$ cat config.mk
export PLATFORM = sky130hd
export DESIGN_NAME = seq_cla_adder
export DESIGN_NICKNAME = d
export VERILOG_FILES = /design/src/rtl/seq_cla_pkg.sv /design/src/rtl/seq_cla_adder_chunk.sv /design/src/rtl/seq_cla_adder.sv
export SDC_FILE = /design/constraint.sdc
export NUM_CORES = 1
export LEC_CHECK = 0
export ABC_AREA = 1
export ABC_CLOCK_PERIOD_IN_PS = 5000
export BUFFER_PORTS_ARGS = -buffer_cell sky130_fd_sc_hd__buf_2
export CORE_MARGIN = 4
export CORE_UTILIZATION = 42
export CTS_BUF_LIST = sky130_fd_sc_hd__clkbuf_2 sky130_fd_sc_hd__clkbuf_4 sky130_fd_sc_hd__clkbuf_8
export DETAILED_ROUTE_END_ITERATION = 12
export REMOVE_ABC_BUFFERS = 1
export SYNTH_ARGS = -nofsm -noshare
export SYNTH_HDL_FRONTEND = slang
export SYNTH_HIERARCHICAL = 1
export SYNTH_SLANG_ARGS = --single-unit
$ cat constraint.sdc
create_clock -name clk -period 5 [get_ports clk]
set_clock_uncertainty 0.2 [all_clocks]
set_input_delay 1 -clock clk [delete_from_list [all_inputs] [get_ports clk]]
set_output_delay 1 -clock clk [all_outputs]
set_load 0.05 [all_outputs]
$ cat src/rtl/seq_cla_pkg.sv
// -----------------------------------------------------------------------------
// seq_cla_pkg
// Shared definitions for the sequential carry-lookahead adder:
//   - state_e       : controller states (IDLE / RUN / DONE)
//   - DEFAULT_WIDTH : default operand/result width
//   - DEFAULT_CHUNK : default number of bits added per cycle
//   - num_chunks()  : number of chunk cycles, WIDTH / CHUNK
//   - idx_width()   : chunk index width, clog2(N) with a minimum of 1
// -----------------------------------------------------------------------------
package seq_cla_pkg;

    typedef enum logic [1:0] {
        IDLE = 2'd0,
        RUN  = 2'd1,
        DONE = 2'd2
    } state_e;

    localparam int DEFAULT_WIDTH = 16;
    localparam int DEFAULT_CHUNK = 4;

    function automatic int num_chunks(input int width, input int chunk);
        return width / chunk;
    endfunction

    // A single-chunk adder still gets a one-bit index so the register is never
    // zero width.
    function automatic int idx_width(input int width, input int chunk);
        int n;
        n = width / chunk;
        return (n <= 1) ? 1 : $clog2(n);
    endfunction

endpackage

$ cat src/rtl/seq_cla_adder_chunk.sv
// -----------------------------------------------------------------------------
// cla_chunk
// Combinational CHUNK-bit carry-lookahead adder slice.
//   a, b   : CHUNK-bit addends
//   cin    : carry into bit 0
//   sum    : CHUNK-bit sum
//   cout   : carry out of bit CHUNK-1
//   c_msb  : carry into bit CHUNK-1 (used for signed overflow on the top chunk)
// -----------------------------------------------------------------------------
module cla_chunk #(
    parameter int CHUNK = 4
) (
    input  logic [CHUNK-1:0] a,
    input  logic [CHUNK-1:0] b,
    input  logic             cin,
    output logic [CHUNK-1:0] sum,
    output logic             cout,
    output logic             c_msb
);

    logic [CHUNK-1:0] g;
    logic [CHUNK-1:0] p;
    logic [CHUNK:0]   c;

    assign g = a & b;
    assign p = a ^ b;

    // Every carry is expanded into its flat sum-of-products form
    //   c[i+1] = g[i] | p[i]g[i-1] | p[i]p[i-1]g[i-2] | ... | p[i..0]cin
    // so no carry depends on another carry (true lookahead, not ripple).
    always_comb begin
        logic ci;
        logic prop;
        c    = '0;
        c[0] = cin;
        for (int i = 0; i < CHUNK; i++) begin
            ci   = g[i];
            prop = p[i];
            for (int j = i - 1; j >= 0; j--) begin
                ci   = ci | (prop & g[j]);
                prop = prop & p[j];
            end
            ci       = ci | (prop & cin);
            c[i+1]   = ci;
        end
    end

    assign sum   = p ^ c[CHUNK-1:0];
    assign cout  = c[CHUNK];
    assign c_msb = c[CHUNK-1];

endmodule

$ cat src/rtl/seq_cla_adder.sv
// -----------------------------------------------------------------------------
// seq_cla_adder
// Multi-cycle adder/subtractor: one CHUNK-bit carry-lookahead slice is reused
// for N = WIDTH/CHUNK cycles, least-significant chunk first. A start accepted
// in cycle 0 gives done in cycle N+1.
//
// Ports
//   clk        : clock, rising edge
//   rst_n      : synchronous active-low reset
//   start      : begin an operation (accepted in IDLE or DONE only)
//   a, b       : WIDTH-bit operands (sampled only in the accept cycle)
//   cin        : carry-in
//   sub        : 0 = a + b + cin, 1 = a + ~b + ~cin (a - b - cin)
//   busy       : high while chunks are being processed
//   done       : one-cycle pulse, result valid
//   sum        : result, held until the next done
//   cout       : carry out of the MSB (for subtract: 1 = no borrow)
//   overflow   : signed overflow (carry into MSB xor carry out of MSB)
//   state_dbg  : current controller state, for observation only
//
// Handshake: start is sampled on every rising edge; it takes effect only when
// busy is 0. A start presented in the DONE cycle launches the next operation
// with no idle cycle. WIDTH must be a non-zero multiple of CHUNK.
// -----------------------------------------------------------------------------
module seq_cla_adder
    import seq_cla_pkg::*;
#(
    parameter int WIDTH = DEFAULT_WIDTH,
    parameter int CHUNK = DEFAULT_CHUNK
) (
    input  logic             clk,
    input  logic             rst_n,
    input  logic             start,
    input  logic [WIDTH-1:0] a,
    input  logic [WIDTH-1:0] b,
    input  logic             cin,
    input  logic             sub,
    output logic             busy,
    output logic             done,
    output logic [WIDTH-1:0] sum,
    output logic             cout,
    output logic             overflow,
    output state_e           state_dbg
);

    localparam int N  = num_chunks(WIDTH, CHUNK);
    localparam int IW = idx_width(WIDTH, CHUNK);
    localparam logic [IW-1:0] LAST_IDX = IW'(N - 1);

    // Operands and partial sum are stored chunk-addressable so the slice
    // select is a plain array index by the chunk counter.
    state_e                       state_q, state_d;
    logic [IW-1:0]                idx_q, idx_d;
    logic [N-1:0][CHUNK-1:0]      a_q, a_d;
    logic [N-1:0][CHUNK-1:0]      b_q, b_d;
    logic                         carry_q, carry_d;
    logic [N-1:0][CHUNK-1:0]      psum_q, psum_d;
    logic [WIDTH-1:0]             sum_q, sum_d;
    logic                         cout_q, cout_d;
    logic                         ovf_q, ovf_d;

    logic [CHUNK-1:0]             chunk_a;
    logic [CHUNK-1:0]             chunk_b;
    logic [CHUNK-1:0]             chunk_sum;
    logic                         chunk_cout;
    logic                         chunk_cmsb;

    assign chunk_a = a_q[idx_q];
    assign chunk_b = b_q[idx_q];

    cla_chunk #(
        .CHUNK (CHUNK)
    ) u_chunk (
        .a     (chunk_a),
        .b     (chunk_b),
        .cin   (carry_q),
        .sum   (chunk_sum),
        .cout  (chunk_cout),
        .c_msb (chunk_cmsb)
    );

    // Next-state and datapath control.
    always_comb begin
        state_d = state_q;
        idx_d   = idx_q;
        a_d     = a_q;
        b_d     = b_q;
        carry_d = carry_q;
        psum_d  = psum_q;
        sum_d   = sum_q;
        cout_d  = cout_q;
        ovf_d   = ovf_q;

        case (state_q)
            IDLE, DONE: begin
                if (start) begin
                    // Subtraction is a + ~b + 1: invert b and the carry here
                    // so the RUN datapath is always a plain add.
                    state_d = RUN;
                    a_d     = a;
                    b_d     = b ^ {WIDTH{sub}};
                    carry_d = cin ^ sub;
                    idx_d   = '0;
                    psum_d  = '0;
                end else if (state_q == DONE) begin
                    state_d = IDLE;
                end
            end

            RUN: begin
                psum_d[idx_q] = chunk_sum;
                carry_d       = chunk_cout;
                if (idx_q == LAST_IDX) begin
                    // Visible outputs change only here, so partial sums never
                    // leak out while the operation is in flight.
                    state_d = DONE;
                    sum_d   = psum_d;
                    cout_d  = chunk_cout;
                    ovf_d   = chunk_cmsb ^ chunk_cout;
                end else begin
                    idx_d = idx_q + IW'(1);
                end
            end

            default: begin
                state_d = IDLE;
            end
        endcase
    end

    always_ff @(posedge clk) begin
        if (!rst_n) begin
            state_q <= IDLE;
            idx_q   <= '0;
            a_q     <= '0;
            b_q     <= '0;
            carry_q <= 1'b0;
            psum_q  <= '0;
            sum_q   <= '0;
            cout_q  <= 1'b0;
            ovf_q   <= 1'b0;
        end else begin
            state_q <= state_d;
            idx_q   <= idx_d;
            a_q     <= a_d;
            b_q     <= b_d;
            carry_q <= carry_d;
            psum_q  <= psum_d;
            sum_q   <= sum_d;
            cout_q  <= cout_d;
            ovf_q   <= ovf_d;
        end
    end

    assign busy      = (state_q == RUN);
    assign done      = (state_q == DONE);
    assign sum       = sum_q;
    assign cout      = cout_q;
    assign overflow  = ovf_q;
    assign state_dbg = state_q;

endmodule

* Yosys cells after proc, flatten, opt, wreduce, memory -nomap -nowiden
Index checks and enable logic that the tools add are counted. W data, S select, Z words.
Storage, ports and cells: register bits 71, output and inout port bits 22
Cells by class: add/subtract/negate cells 1, $lt $le $gt $ge 2, equality and inequality tests 7, multiplexer cells 18, bitwise gates (word level) 32, reduce and logical (&&, ||, !) cells 9
Operators with widths (count):
- $pmux W16 S2 | 1
- $and A1 B1 Y1 | 16
- $bmux W4 S2 | 2
- $bwmux W16 | 1
- $mux W16 | 1
- $xor A16 B16 Y16 | 1
- $mux W4 | 3
- $mux W2 | 5
- $or A1 B1 Y1 | 10
- $demux W4 S2 | 1
- $pmux W2 S2 | 2
- $reduce_and A2 Y1 | 4
- $xor A4 B4 Y4 | 2
- $and A4 B4 Y4 | 1
- $eq A2 B2 Y1 const B | 2
- $ne A2 B2 Y1 const B | 2
- $lt A2 B3 Y1 const B | 1
- $ne A3 B3 Y1 const B | 1
- $reduce_and A3 Y1 | 1
- $add A2 B1 Y2 const B | 1
- $eq A2 B1 Y1 const B | 1
- $ge A2 B1 Y1 const B | 1
- $logic_not A2 Y1 | 1
- $ne A2 B1 Y1 const B | 1
- 6 further kinds | 7

* Logic depth before layout (Yosys ltp)
Gate-level depths: netlist of the first run.
depth in word-level cells 10, mapped depth 16

* Modules after synthesis
The synthesis of the first run kept the hierarchy.
By module, submodules not included:
- seq_cla_adder | times used 1, cells each 395, area each 2910.3 sq um, sequential area each 1341.3 sq um
- cla_chunk | times used 1, cells each 31, area each 198.9 sq um, sequential area each 0.0 sq um

* Least setup slack after synthesis of the first run
No wires, ideal clock.
path kind register to output, start register state_q[1] (netlist: state_dbg[1]), end output done, arrival time 1.451 ns, slack 2.349 ns, cell stages (with the launch flop) 3, cells stage by stage dfxtp_1 -> inv_1 -> nor2_1
Between the ends: longest elaborated chain between the ends 1
RTL lines:
- from (decl) | RTL line seq_cla_adder.sv:52 | state_e state_q, state_d;
- from (signal assigned) | RTL line seq_cla_adder.sv:143 | state_q <= state_d;
- $eq A2 B2 Y1 | RTL line seq_cla_adder.sv:156 | assign done = (state_q == DONE);
- to (decl) | RTL line seq_cla_adder.sv:39 | output logic done,
Every way passes these cells.

* Worst setup path after layout of the first run
start register idx_q[0], end register psum_q[11] in the netlist's numbering
Between the ends: longest elaborated chain between the ends 10, elaborated cells on any way between the ends 22
RTL lines:
- from (decl) | RTL line seq_cla_adder.sv:53 | logic [IW-1:0] idx_q, idx_d;
- from (signal assigned) | RTL line seq_cla_adder.sv:144 | idx_q <= idx_d;
- $bmux W4 S2 * | RTL line seq_cla_adder.sv:68 | assign chunk_a = a_q[idx_q];
- $mux W4 (not written as such) * | RTL line seq_cla_adder.sv:68
- via chunk_a[2] | RTL line seq_cla_adder.sv:62 | logic [CHUNK-1:0] chunk_a;
- $xor A4 B4 Y4 | RTL line seq_cla_adder_chunk.sv:26 | assign p = a ^ b;
- $and A1 B1 Y1 (on tied branches) | RTL line seq_cla_adder_chunk.sv:40, seq_cla_adder_chunk.sv:41
- $or A1 B1 Y1, or another cell as far along | RTL line seq_cla_adder_chunk.sv:40 | ci = ci | (prop & g[j]);
- $or A1 B1 Y1 or $and A1 B1 Y1 (tied branches) | RTL line seq_cla_adder_chunk.sv:40, seq_cla_adder_chunk.sv:43
- $or A1 B1 Y1 * | RTL line seq_cla_adder_chunk.sv:43 | ci = ci | (prop & cin);
- $xor A4 B4 Y4 * | RTL line seq_cla_adder_chunk.sv:48 | assign sum = p ^ c[CHUNK-1:0];
- via chunk_sum[3] | RTL line seq_cla_adder.sv:64 | logic [CHUNK-1:0] chunk_sum;
- $bwmux W16 * | RTL line seq_cla_adder.sv:111 | psum_d[idx_q] = chunk_sum;
- $pmux W16 S2 * | RTL line seq_cla_adder.sv:94 | case (state_q)
- to (signal assigned) | RTL line seq_cla_adder.sv:148 | psum_q <= psum_d;
- to (decl) | RTL line seq_cla_adder.sv:57 | logic [N-1:0][CHUNK-1:0] psum_q, psum_d;
The timed path passes the listed nets; every way through them passes the cells marked *. The select of a mux whose other input is x is not followed. A chain may end at the register's enable or synchronous reset.

==> results of run 1 <==
[logic make-up (layout without fill, tap and decap cells)]
family / after synthesis / after routing / share of synthesized area
and+or+nand+nor: 176 / 176 / 0.2342
AOI/OAI and AO/OA: 100 / 100 / 0.1642
DFF: 67 / 67 / 0.4314
buffers and inverters: 56 / 105 / 0.08088
xor gates and xnor gates: 18 / 18 / 0.05070
adders and majority gates: 9 / 9 / 0.03863
[Yosys cell counts]
master | number | area share
sky130_fd_sc_hd__clkinv_2 | 1 | 0.0016
sky130_fd_sc_hd__nor2_1 | 55 | 0.066
sky130_fd_sc_hd__xnor2_1 | 18 | 0.051
sky130_fd_sc_hd__or2_0 | 1 | 0.0020
sky130_fd_sc_hd__fa_1 | 1 | 0.0064
sky130_fd_sc_hd__o21ai_0 | 61 | 0.098
sky130_fd_sc_hd__buf_2 | 14 | 0.023
sky130_fd_sc_hd__nand4_1 | 2 | 0.0040
sky130_fd_sc_hd__nand3_1 | 25 | 0.040
sky130_fd_sc_hd__buf_6 | 1 | 0.0036
sky130_fd_sc_hd__ha_1 | 8 | 0.032
sky130_fd_sc_hd__nand2_1 | 85 | 0.10
sky130_fd_sc_hd__clkbuf_1 | 6 | 0.0072
sky130_fd_sc_hd__nor2_4 | 1 | 0.0036
sky130_fd_sc_hd__a21oi_1 | 30 | 0.048
sky130_fd_sc_hd__buf_4 | 4 | 0.0097
sky130_fd_sc_hd__inv_1 | 27 | 0.033
sky130_fd_sc_hd__o22ai_1 | 8 | 0.016
sky130_fd_sc_hd__inv_2 | 3 | 0.0036
sky130_fd_sc_hd__nand3_2 | 1 | 0.0032
sky130_fd_sc_hd__nand2_2 | 6 | 0.012
sky130_fd_sc_hd__o21ai_1 | 1 | 0.0016
sky130_fd_sc_hd__dfxtp_1 | 67 | 0.43
[cell usage in the layout, fill, tap and decap left out, types with 3 or more instances in the layout]
master	count
sky130_fd_sc_hd__nand3_1	25
sky130_fd_sc_hd__nor2_1	55
sky130_fd_sc_hd__inv_1	27
sky130_fd_sc_hd__buf_2	58
sky130_fd_sc_hd__ha_1	8
sky130_fd_sc_hd__dfxtp_1	67
sky130_fd_sc_hd__xnor2_1	18
sky130_fd_sc_hd__inv_2	3
sky130_fd_sc_hd__nand2_2	6
sky130_fd_sc_hd__nand2_1	85
sky130_fd_sc_hd__a21oi_1	30
sky130_fd_sc_hd__o21ai_0	61
sky130_fd_sc_hd__o22ai_1	8
sky130_fd_sc_hd__clkbuf_8	11
[area by class of cell]
| class | instances | area (sq um) |
|---|---|---|
| Timing Repair Buffer | 58 | 290.3 |
| Tap cell | 99 | 123.9 |
| Multi-Input combinational cell | 303 | 1516 |
| Clock buffer | 12 | 158.9 |
| Inverter | 31 | 117.6 |
| Fill cell | 776 | 3593 |
| Sequential cell | 67 | 1341 |
| Clock inverter | 4 | 72.57 |
[worst max-delay path, stage by stage, from the launching register on]
cell and delay [ns]:
sky130_fd_sc_hd__dfxtp_1 0.72, sky130_fd_sc_hd__inv_2 0.28, sky130_fd_sc_hd__o21ai_0 0.22, sky130_fd_sc_hd__o22ai_1 0.09
sky130_fd_sc_hd__ha_1 0.37, sky130_fd_sc_hd__or2_0 0.23, sky130_fd_sc_hd__nand2_2 0.09, sky130_fd_sc_hd__nand3_1 0.08
sky130_fd_sc_hd__nand2_2 0.13, sky130_fd_sc_hd__nand2_1 0.06, sky130_fd_sc_hd__o21ai_0 0.10, sky130_fd_sc_hd__nand2_1 0.08
sky130_fd_sc_hd__a21oi_1 0.15
[routing by layer]
layer,track usage,up-vias,share of wire,wire (um)
met5,0,-,0,0
met4,0.04813,0,0.010,76
met3,0.05288,9,0.055,404
met2,0.2844,74,0.47,3448
met1,0.2244,1278,0.46,3383
li1,-,1471,-,-
[flip-flops by register name (all words and copies together), names as in the netlist]
signal / count
sum: 16
idx_q: 2
psum_q: 12
a_q: 16
cout: 1
carry_q: 1
state_dbg: 2
overflow: 1
b_q: 16
[how the worst max path moves through the flow]
stage,from,to,slack (ns),cells past startpoint
floorplan,state_dbg[1]$_SDFFE_PN0P_,done,2.35,2
global placement,idx_q[0]$_SDFFE_PN0P_,psum_q[11]$_SDFFE_PN0P_,2.24,12
detailed placement,idx_q[0]$_SDFFE_PN0P_,sum[11]$_SDFFE_PN0P_,2.16,13
CTS,idx_q[0]$_SDFFE_PN0P_,psum_q[11]$_SDFFE_PN0P_,2.12,12
global route,idx_q[0]$_SDFFE_PN0P_,psum_q[7]$_SDFFE_PN0P_,1.76,12
finish,idx_q[0]$_SDFFE_PN0P_,psum_q[11]$_SDFFE_PN0P_,2.13,12
[power groups by stage]
| stage | clock (mW) | sequential, mW | combinational (mW) |
|---|---|---|---|
| 2_1_floorplan | 0 | 0.593 | 0.167 |
| 3_3_place_gp | 0 | 0.598 | 0.235 |
| 3_5_place_dp | 0 | 0.598 | 0.239 |
| 4_1_cts | 0.526 | 0.586 | 0.242 |
| 5_1_grt | 0.543 | 0.590 | 0.280 |
| 6_report | 0.514 | 0.586 | 0.241 |
[per-stage QoR]
step	cell area [sq um]	total power, mW
floorplan	2975	0.7593
global placement	3390	0.8330
detailed placement	3390	0.8372
CTS	3621	1.353
global route	3621	1.412
finish	3621	1.342
==> flow_summary.toml, run 1 <==
[drt]
total_number_of_vias = 2832
via_per_inst = 4.934
drc = 0
route.antenna.remaining_nets = 0
detail_route.wl_per_cell_um = 12.74
finalWirelength_mm = 7.312
firstDrtPassIters = 4
drc_marker_count_from_the_first_detailed_route_iteration = 177

[sta]
tns_ns = 0
highest_clock_rate_mhz = 348.4
period_minus_slack_ns = 2.870
finalHoldViolations = 0
finalWorstSetupSlack_ns = 2.130
tightestPinTransition_ns = 0.8683
whs_ns = 0.2640
timing.final.max_slew_violations = 0
unrepaired_setup_endpoints_after_global_routing = "false"
slew_headroom = 0.4211
layout_worst_path_cycle_share = 0.5740
report.final.setup_viol = 0

[clock_network]
clock_latency_ns = 0.34
clkSinkCount = 67
cts_post_setup_buffers_inserted = 0
post_cts_resize_count = 0
cts_root_buf = "sky130_fd_sc_hd__clkbuf_8"
cts.clk_slew.worst_paths_ns = 0.07
tritoncts = "built"
numCtsBuffers = 9
postCtsHoldBufs = 0
maximum_root_to_sink_buffer_count = 2
cts-htree-levels = 3

[critical_path]
worstSetupEndpointType = "flip-flop"
criticalPathCategory = "reg2reg"
critPathRequiredTime_ns = 5.06
worstReg2RegStart = "idx_q[0]$_SDFFE_PN0P_"
regToRegSetupSlack_ns = 2.13
cp-start-kind = "flip-flop"
timing.critical_path.fanout_max = 20
worstReg2RegEnd = "psum_q[11]$_SDFFE_PN0P_"
worst-r2r-cell-count = 12
cp_data_arrival_time_ns = 2.93

[synth]
synth_seq_cells = 67
synth-seq-area-share = 0.4314
synthDistinctLibCells = 23
synthCells = 426
synth_area_sq_um = 3109
synthesis_warning_total = 6
syn_avg_cell_area_sq_um = 7.299

[final_layout]
layout.nets = 516
stdcell_count = 574
fin_util = 0.5019
area_delta_synth_final_pct = 16.46
layout-drive-gt1-share = 0.1811
number_of_diodes_added_for_antenna_fixing = 0

[hold_path]
worstHoldPathCells = 2
whs_endpoint = "psum_q[2]$_SDFFE_PN0P_"
worst_hold_path_type = "reg2reg"
start_point_of_the_worst_min_delay_path = "psum_q[2]$_SDFFE_PN0P_"

[die]
floorplan.die_area_sq_um = 8844
die_width_um = 94.04
design.core.area_sq_um = 7214
start_util = 0.4310
floorplan.io_pins = 59
chipHeight_um = 94.04
row_cnt = 31

[power]
clkPwrFrac = 0.383
power_per_cell_area_nw_per_um2 = 370.5
cellLeakagePower_nw = 1.613
internal-power_mw = 0.9609
p_sw_mw = 0.3807
power_frac_seq = 0.437
vdd.ir_drop.worst_uv = 160.3
power.share.switching = 0.2838
power.combinational.fraction = 0.180

[global_routing]
grt_max_degree = 55
grt_pass1_vias = 2661
antenna_found_initial = 0
first_pass_grt_wire_length_mm = 12.24
grt-ovfl-total = 0
groute.usage.overall = 0.1749

[place]
port-buffer-count = 58
dpl_worst_slack_ns = 2.159
gpl.final_weighted_congestion = 0.8223
placed_cells = 558
detailed_place_hpwl_mm = 4.947

[status]
result_of_the_run = "finished clean"

[run]
maxCapViolations = 0
(Power assumes the default switching activity.)
==> inputs of run 2 (changes only) <==
--- a/config.mk
+++ b/config.mk
@@ -6,7 +6,7 @@
 export NUM_CORES = 1
 export LEC_CHECK = 0
 export ABC_AREA = 1
-export ABC_CLOCK_PERIOD_IN_PS = 5000
+export ABC_CLOCK_PERIOD_IN_PS = 2850
 export BUFFER_PORTS_ARGS = -buffer_cell sky130_fd_sc_hd__buf_2
 export CORE_MARGIN = 4
 export CORE_UTILIZATION = 42
==> constraint.sdc (replaced) <==
create_clock -name clk -period 2.85 [get_ports clk]
set_clock_uncertainty 0.2 [all_clocks]
set_input_delay 0.57 -clock clk [delete_from_list [all_inputs] [get_ports clk]]
set_output_delay 0.57 -clock clk [all_outputs]
set_load 0.05 [all_outputs]
==> run 2 against run 1 <==
Compared with the run above: via count is 1.5% lower; critical path depth is 2 lower; non-clock buffer count is 7 higher; final area is 0.14% lower; flip-flop and latch count stayed put; worst hold slack worse by 0.0018 ns; setup slack worse by 1.9 ns; sequential share of layout area is 0.051 points higher; critical endpoint is now psum_q[9]$_SDFFE_PN0P_; largest power group unchanged.
==> flow_summary.toml, run 2 (synthesis gave the netlist of run 1 again) <==
[sta]
layout_worst_path_cycle_share = 0.9299
slew_headroom = 0.6007
unrepaired_setup_endpoints_after_global_routing = "true"
finalHoldViolations = 0
period_minus_slack_ns = 2.650
report.final.setup_viol = 0
timing.final.max_slew_violations = 0
tightestPinTransition_ns = 0.5975
highest_clock_rate_mhz = 377.3

[drt]
route.antenna.remaining_nets = 0
finalWirelength_mm = 7.200
drc = 0
via_per_inst = 4.802
total_number_of_vias = 2790
firstDrtPassIters = 4
detail_route.wl_per_cell_um = 12.39
drc_marker_count_from_the_first_detailed_route_iteration = 114

[power]
cellLeakagePower_nw = 1.617
power_per_cell_area_nw_per_um2 = 596.7
vdd.ir_drop.worst_uv = 269.1
total_power_mw = 2.158

[global_routing]
antenna_found_initial = 0
grt_max_degree = 29
first_pass_grt_wire_length_mm = 11.99
groute.usage.overall = 0.1749
grt_pass1_vias = 2579
grt-ovfl-total = 0

[die]
floorplan.io_pins = 59
floorplan.die_area_sq_um = 8844
chipHeight_um = 94.04
die_width_um = 94.04
design.core.area_sq_um = 7214
row_cnt = 31
start_util = 0.4310

[critical_path]
timing.critical_path.cells = "inv_1 -> o21ai_0 -> o22ai_1 -> inv_1 -> fa_1 -> xnor2_1 -> nand2_1 -> o21ai_0 -> nand2_1 -> a21oi_1"
critPathRequiredTime_ns = 2.93
worstSetupEndpointType = "flip-flop"
criticalPathCategory = "reg2reg"
cp-start-kind = "flip-flop"
worst_path_largest_cell_delay_ns = 0.43
cp_data_arrival_time_ns = 2.73
slowest_stage = "sky130_fd_sc_hd__dfxtp_1"
timing.critical_path.fanout_max = 12

[final_layout]
total_area_of_sequential_cells_sq_um = 1341
stdcell_count = 581
final_cell_mix = "sky130_fd_sc_hd__nand2_1 (85), sky130_fd_sc_hd__dfxtp_1 (67), sky130_fd_sc_hd__o21ai_0 (61)"
n_fill_cell = 754
final_common_cell = "sky130_fd_sc_hd__nand2_1"
multiInputGateArea_sq_um = 1516
layout.nets = 523
number_of_diodes_added_for_antenna_fixing = 0
layout-drive-gt1-share = 0.1929
area_delta_synth_final_pct = 16.30

[place]
detailed_place_hpwl_mm = 5.097
gpl.final_weighted_congestion = 0.8085
placed_cells = 565
port-buffer-count = 58

[run]
maxCapViolations = 0

[clock_network]
clkSinkCount = 67
cts_post_setup_buffers_inserted = 0
cts_root_buf = "sky130_fd_sc_hd__clkbuf_8"
cts.clk_slew.worst_paths_ns = 0.08
clock_latency_ns = 0.35
cts-htree-levels = 3
tritoncts = "built"
postCtsHoldBufs = 0
numCtsBuffers = 9
maximum_root_to_sink_buffer_count = 2

[status]
result_of_the_run = "finished clean"

[hold_path]
worst_hold_path_type = "reg2reg"
run 2: cell types whose count changed in the layout (fill, tap and decap cells not counted), sizes merged:
| cell | delta |
|---|---|
| clkbuf | -2 |
| clkinv | +3 |
| buf | +7 |
| clkinvlp | +1 |
| bufinv | -2 |
run 2: area by class of cell:
type | instances | share of cell area
multi-input combinational | 303 | 0.4194
sequential | 67 | 0.3709
timing repair buffer | 65 | 0.09481
clock buffer | 10 | 0.03633
tap | 99 | 0.03426
inverter | 31 | 0.03253
clock inverter | 6 | 0.01176
run 2: power breakdown:
| group | internal [mW] | switching [mW] |
|---|---|---|
| combinational | 0.157 | 0.277 |
| clock | 0.325 | 0.376 |
| sequential | 0.989 | 0.0331 |
run 2: metrics by stage:
step	cell area, sq um	setup TNS (ns)	worst slack [ns]	utilization	hold slack [ns]
floorplan	2975	0	0.4096	-	0.2409
detailed placement	3442	0	0.2109	0.4771	0.2532
CTS	3616	0	0.2027	0.5012	0.2568
global route	3616	-0.0003726	-0.0003726	0.5012	0.2841
global placement	3442	0	0.3541	0.4771	0.2477
finish	3616	0	0.1997	0.5012	0.2623
run 2: repair_timing:
| item | 4_1_cts | 5_1_grt |
|---|---|---|
| gates resized for setup | 0 | 0 |
| endpoints found under the hold margin | 0 | 0 |
| setup endpoints to repair | 0 | 1 |
run 2: worst max-delay path, delay by kind of cell, from the launching register on:
| family | cells | cell delay (ns) |
|---|---|---|
| flops | 1 | 0.43 |
| compound gates | 4 | 0.60 |
| xor+xnor | 1 | 0.37 |
| simple gates | 2 | 0.17 |
| buf+inv | 2 | 0.38 |
| fa+ha+maj | 1 | 0.43 |
run 2: path summary, 6_finish.rpt:
kind / from / end / slack, ns / cells after the start
setup / recovery: idx_q[1]$_SDFFE_PN0P_ / psum_q[9]$_SDFFE_PN0P_ / 0.20 / 10
hold / removal: psum_q[8]$_SDFFE_PN0P_ / psum_q[8]$_SDFFE_PN0P_ / 0.26 / 2
hold reg to reg: psum_q[8]$_SDFFE_PN0P_ / psum_q[8]$_SDFFE_PN0P_ / 0.26 / 2
setup reg to reg: idx_q[1]$_SDFFE_PN0P_ / psum_q[9]$_SDFFE_PN0P_ / 0.20 / 10
run 2: per-layer routing:
layer / global-route usage / vias to the layer above / part of all wire
met5: 0 / - / 0
met4: 0.09627 / 0 / 0.018
met3: 0.03285 / 13 / 0.055
met2: 0.2703 / 78 / 0.44
met1: 0.2291 / 1217 / 0.48
li1: - / 1482 / -
